==> config.mk <==
export PLATFORM = sky130hd
export DESIGN_NAME = shift_reg_seq_flat
export DESIGN_NICKNAME = d
export VERILOG_FILES = /design/src/rtl/shift_reg_seq_if.sv /design/src/rtl/shift_reg_seq.sv /design/src/flat_wrapper.sv
export SDC_FILE = /design/constraint.sdc
export NUM_CORES = 1
export LEC_CHECK = 0
export CAP_MARGIN = 20
export CORE_AREA = 2 2 56 58
export DETAILED_ROUTE_END_ITERATION = 8
export DIE_AREA = 0 0 58 60
export PLACE_DENSITY = 0.71
export SYNTH_ARGS = -nofsm -noshare
export SYNTH_HDL_FRONTEND = slang
export SYNTH_SLANG_ARGS = --single-unit
==> constraint.sdc <==
create_clock -name clk -period 4.2 [get_ports clk]
set_input_delay 0.42 -clock clk [delete_from_list [all_inputs] [get_ports clk]]
set_output_delay 0.42 -clock clk [all_outputs]
set_load 0.01 [all_outputs]
==> src/rtl/shift_reg_seq_if.sv <==
// Control/data bundle for the sequenced universal shift register.
interface shift_reg_seq_if #(
    parameter int unsigned WIDTH = 8,
    parameter int unsigned CNT_W = 4
);
    logic             ld;
    logic [WIDTH-1:0] D;
    logic             start;
    logic [2:0]       mode;
    logic [CNT_W-1:0] amount;
    logic             sin;
    logic [WIDTH-1:0] Q;
    logic             sout;
    logic             busy;
    logic             done;

    modport master (
        output ld, D, start, mode, amount, sin,
        input  Q, sout, busy, done
    );

    modport slave (
        input  ld, D, start, mode, amount, sin,
        output Q, sout, busy, done
    );
endinterface

==> src/rtl/shift_reg_seq.sv <==
// Sequenced universal shift register: parallel load plus eight 1-bit-per-clock
// shift modes under a start/busy/done handshake.
module shift_reg_seq #(
    parameter int unsigned WIDTH = 8,
    parameter int unsigned CNT_W = 4
) (
    input  logic          clk,
    input  logic          reset,
    shift_reg_seq_if.slave bus
);

    typedef enum logic [1:0] {
        S_IDLE  = 2'd0,
        S_SHIFT = 2'd1,
        S_DONE  = 2'd2
    } state_t;

    state_t           state_q, state_d;
    logic [WIDTH-1:0] q_q, q_d;
    logic             sout_q, sout_d;
    logic [CNT_W-1:0] cnt_q, cnt_d;
    logic [2:0]       mode_q, mode_d;
    logic             busy_q, busy_d;
    logic             done_q, done_d;

    // State register.
    always_ff @(posedge clk or negedge reset) begin
        if (!reset) begin
            state_q <= S_IDLE;
        end else begin
            state_q <= state_d;
        end
    end

    // Next-state: ld pre-empts start in IDLE; the counter hitting 1 marks the final step.
    always_comb begin
        state_d = state_q;
        case (state_q)
            S_IDLE: begin
                if (!bus.ld && bus.start) begin
                    state_d = (bus.amount == '0) ? S_DONE : S_SHIFT;
                end
            end
            S_SHIFT: begin
                if (cnt_q == CNT_W'(1)) begin
                    state_d = S_DONE;
                end
            end
            S_DONE:  state_d = S_IDLE;
            default: state_d = S_IDLE;
        endcase
    end

    // Datapath and registered Moore outputs.
    always_comb begin
        q_d    = q_q;
        sout_d = sout_q;
        cnt_d  = cnt_q;
        mode_d = mode_q;
        case (state_q)
            S_IDLE: begin
                if (bus.ld) begin
                    q_d = bus.D;
                end else if (bus.start) begin
                    mode_d = bus.mode;
                    cnt_d  = bus.amount;
                end
            end
            S_SHIFT: begin
                cnt_d = cnt_q - CNT_W'(1);
                case (mode_q)
                    3'b000: begin
                        q_d    = q_q;
                        sout_d = sout_q;
                    end
                    3'b001: begin
                        q_d    = {q_q[WIDTH-2:0], 1'b0};
                        sout_d = q_q[WIDTH-1];
                    end
                    3'b010: begin
                        q_d    = {1'b0, q_q[WIDTH-1:1]};
                        sout_d = q_q[0];
                    end
                    3'b011: begin
                        q_d    = {q_q[WIDTH-2:0], q_q[WIDTH-1]};
                        sout_d = q_q[WIDTH-1];
                    end
                    3'b100: begin
                        q_d    = {q_q[0], q_q[WIDTH-1:1]};
                        sout_d = q_q[0];
                    end
                    3'b101: begin
                        q_d    = {q_q[WIDTH-1], q_q[WIDTH-1:1]};
                        sout_d = q_q[0];
                    end
                    3'b110: begin
                        q_d    = {q_q[WIDTH-2:0], bus.sin};
                        sout_d = q_q[WIDTH-1];
                    end
                    default: begin
                        q_d    = {bus.sin, q_q[WIDTH-1:1]};
                        sout_d = q_q[0];
                    end
                endcase
            end
            default: begin
                q_d = q_q;
            end
        endcase
        busy_d = (state_d == S_SHIFT);
        done_d = (state_d == S_DONE);
    end

    // Datapath registers.
    always_ff @(posedge clk or negedge reset) begin
        if (!reset) begin
            q_q    <= '0;
            sout_q <= 1'b0;
            cnt_q  <= '0;
            mode_q <= 3'b000;
            busy_q <= 1'b0;
            done_q <= 1'b0;
        end else begin
            q_q    <= q_d;
            sout_q <= sout_d;
            cnt_q  <= cnt_d;
            mode_q <= mode_d;
            busy_q <= busy_d;
            done_q <= done_d;
        end
    end

    assign bus.Q    = q_q;
    assign bus.sout = sout_q;
    assign bus.busy = busy_q;
    assign bus.done = done_q;

endmodule

==> src/flat_wrapper.sv <==
// flat-port wrapper written by rule: the top's interface ports become plain ports
module shift_reg_seq_flat 
#(
    parameter int unsigned WIDTH = 8,
    parameter int unsigned CNT_W = 4
)
  (clk, reset, bus_ld, bus_D, bus_start, bus_mode, bus_amount, bus_sin, bus_Q, bus_sout, bus_busy, bus_done);
  shift_reg_seq_if #(.WIDTH(WIDTH), .CNT_W(CNT_W)) bus_i ();
  input  logic clk;
  input  logic reset;
  input wire logic [$bits(bus_i.ld)-1:0] bus_ld;
  input wire logic [$bits(bus_i.D)-1:0] bus_D;
  input wire logic [$bits(bus_i.start)-1:0] bus_start;
  input wire logic [$bits(bus_i.mode)-1:0] bus_mode;
  input wire logic [$bits(bus_i.amount)-1:0] bus_amount;
  input wire logic [$bits(bus_i.sin)-1:0] bus_sin;
  output wire logic [$bits(bus_i.Q)-1:0] bus_Q;
  output wire logic [$bits(bus_i.sout)-1:0] bus_sout;
  output wire logic [$bits(bus_i.busy)-1:0] bus_busy;
  output wire logic [$bits(bus_i.done)-1:0] bus_done;
  assign bus_i.ld = bus_ld;
  assign bus_i.D = bus_D;
  assign bus_i.start = bus_start;
  assign bus_i.mode = bus_mode;
  assign bus_i.amount = bus_amount;
  assign bus_i.sin = bus_sin;
  assign bus_Q = bus_i.Q;
  assign bus_sout = bus_i.sout;
  assign bus_busy = bus_i.busy;
  assign bus_done = bus_i.done;
  shift_reg_seq #(.WIDTH(WIDTH), .CNT_W(CNT_W)) u_core (.clk(clk), .reset(reset), .bus(bus_i));
endmodule
==> summary.md <==
| Metric | Value |
|---|---|
| Final HPWL DP | `2.00 mm` |
| Final Worst Setup Slack | `~2200 ps` |
| DRC violation total after the first TritonRoute iteration | `41` |
| Final critical path time including I/O delays and setup | `between 1500 and 2000 ps` |
| Layout cell share with drive strength beyond 1 | `0.0976` |
| Worst-path cell with the longest stage delay | `nor2b_1` |
| Fraction of the mapped netlist area in compound gates | `0.246` |
| Max Cap Viol | `0` |
| Number of buffers inserted to repair setup after CTS | `0` |
| Post-layout nets | `187` |
| Worst slack on hold paths | `between 500 and 600 ps` |
| CP arrival | `roughly 2200 ps` |
| Type of origin of the critical path | `register` |
| Largest stage delay, worst path | `630 ps` |
| Via count of the first global-routing pass | `1059` |
| Die ar. | `3480 um^2` |
| Detailed Route WL | `about 2.9 mm` |
| Clock sinks | `20` |
| Number of fill cells in the layout | `252` |
| Crit path max-delay family | `simple AND/OR/NAND/NOR gates` |
| Maximum number of pins on one net before global-route repair | `23` |
| Count of hold buffers inserted by post-cts repair | `0` |
| Setup repair after global routing missed its margin | `false` |
| Relative slew slack | `0.380` |
| Layout area overhead | `27.4%` |
| Number of vias in the routed layout | `1116` |
| Critical path start-end classification | `reg2reg` |
| Power Density | `823 nW/um^2` |
| Cell Area, Placed | `1580 um^2` |
| Yosys top cell by area | `dfrtp_1` |
| Global routing usage summed across all routing layers | `0.179` |
| Adder and majority cell fraction of the synthesized area | `0.0195` |
| CP Buf/Inv Count | `0` |
| Average wire length per cell after detail routing | `14.5 um` |
| I/O pin total | `31` |
| Die extent in y | `60 um` |
| Endpoint required time on the critical path | `4400 ps` |
| Mux cell area share after synthesis | `0.145` |
| CTS resizes | `0` |
| Simple-gate area share of the yosys netlist | `0.140` |
| Number of antenna violations at the first check in global routing | `0` |
| Hold Path Class | `reg2reg` |
| Cell with the most instances after synthesis | `dfrtp_1` |
| Initial Utilization | `0.442` |
| Warnings from Yosys | `0` |
| Number of enable flip-flop cells after synthesis | `0` |
| Combined area of all synthesized cells | `~1300 um^2` |
| Post-synthesis sequential area ratio | `0.390` |
| Antenna-violating nets left | `0` |
| PnR Total Power | `1.34 mW` |
| Maximum ir drop on the vdd rail | `0.444 mV` |
| Largest cells by area after synthesis | `dfrtp_1 39%, mux2i_1 5.5%, o21ai_1 4.7%` |
| Design Area, Final | `1630 um^2` |
| Global-route wire length before repair | `4.75 mm` |
| Post-synthesis register bit count | `20` |
| Num CTS Buffers | `3` |
| Buffer type at the clock tree root | `clkbuf_4` |
| Core area | `2900 um^2` |
| Worst-path fanout max | `16` |
| Floorplan row count | `20` |
| Clock Latency Late Sink | `310 ps` |
| Endpoint type of the worst setup path | `register` |
| # H-tree levels | `1` |
| P_leak | `0.670 nW` |
| DR pass1 iterations | `4` |
| Die width | `~58 um` |
| Worst Clk Skew | `around 8.5 ps` |
| Hold Fails Final Rpt | `0` |
| Total nets after synthesis | `159` |
| Average size of a mapped cell | `about 9.4 um^2` |
| XOR/XNOR Fraction of Synth Area | `0.0137` |
| GRT overflow | `0` |
| Last weighted congestion value of the routability-driven placer | `0.753` |
| Area share of the largest cell type after synthesis | `0.390` |
| Number of different library cells in the post-synthesis netlist | `39` |
| Fraction of registers with async set/reset | `1.00` |
| Outcome | `finished, final reports clean` |
| Max Fclk | `0.506 GHz` |
| CTS Buffer Depth | `2` |
| Prevailing post-synth register cell | `dfrtp_1` |
| Transition at the pin with the smallest max-transition slack | `927 ps` |
| Accumulated negative setup slack | `0 ps` |
| Final setup fails | `0` |
| I/O Buffers | `30` |
| Antenna diode count | `0` |
| Post-detailed-route via-to-cell ratio | `5.66` |
| Combinational family with the most area after synthesis | `compound AO/OA/AOI/OAI gates` |
| Ranking of synthesized cells by instance count | `20 x dfrtp_1, 12 x o21ai_1, 11 x nor2_1` |
| Cells traversed along the worst timing path | `nor2b_1 > mux2_4 > a21oi_1 > o21ai_1` |
| Max-slew violation count | `0` |
| Mapped Cells | `137` |
| Share of the cycle needed by the critical path after routing | `0.470` |
| Clk pin slew, worst setup/hold paths | `130 ps` |
| Reg-to-reg setup timing slack | `2220 ps` |
| Remaining DRCs | `0` |
| Worst setup slack after placement | `2220 ps` |
| CTS tree | `built` |
## per-stage QoR
step,util,instances
after CTS,0.563,197
after floorplan,-,137
after global placement,0.545,193
final,0.563,197
after global routing,0.563,197
after detailed placement,0.545,193
## report_power, final
part           leakage (nW)  switching, mW  internal (mW)
Sequential            0.240          0.179          0.288
Combinational         0.402          0.325          0.391
Clock                0.0279         0.0648         0.0964
Total                 0.670          0.569          0.775
## kinds of logic after synthesis
family	count (synthesis)
flops	20
buf+inv	11
fa+ha+maj	2
xor+xnor	2
simple gates	35
mux	16
compound gates	51
## layout make-up
| class | count | area, um^2 | area share |
|---|---|---|---|
| clock inverters | 1 | 30.0 | 0.0184 |
| clock buffers | 3 | 22.5 | 0.0138 |
| flip-flops and latches | 20 | 500 | 0.306 |
| repair buffers | 30 | 300 | 0.184 |
| multi-input cells | 106 | 724 | 0.443 |
| well taps | 33 | 41.3 | 0.0253 |
| inverters | 4 | 15.0 | 0.00919 |
## cell usage in the layout, fill, tap and decap left out, types with 7 or more instances in the layout
master            n
o21ai_1          12
nand2_1          10
clkdlybuf4s50_1  30
o21ai_0           9
mux2i_1           7
a21oi_1          10
nor2_1           11
dfrtp_1          20
## state kept, by name, summed over array words and instances, names as in the netlist
register         cells
u_core.bus.busy      1
u_core.bus.sout      1
u_core.cnt_q         4
u_core.mode_q        3
u_core.bus.Q         8
u_core.state_q       2
u_core.bus.done      1
## worst register-to-register path, delay by kind of cell, from the launching register on
family          cells  cell delay [ps]
simple gates        1              630
flops               1              620
mux                 1              350
compound gates      2              270
## path summary, 6_finish.rpt
kind / start / end / cells after the start
worst min-delay path: u_core.cnt_q[1] / u_core.cnt_q[1] / 2
min in group asynchronous: reset / u_core.bus.Q[6] / 1
max in group asynchronous: reset / u_core.bus.Q[4] / 1
worst max register to register: u_core.mode_q[0] / u_core.bus.Q[2] / 4
worst max-delay path: u_core.mode_q[0] / u_core.bus.Q[2] / 4
worst min register to register: u_core.cnt_q[1] / u_core.cnt_q[1] / 2
## layer usage
layer | GRT usage | wire (um) | vias to the layer above
li1 | - | - | 551
met1 | 0.243 | 1350 | 530
met2 | 0.297 | 1360 | 33
met3 | 0.0195 | 137 | 2
met4 | 0.0598 | 19 | 0
met5 | 0 | 0 | -
(Power assumes the default switching activity.)
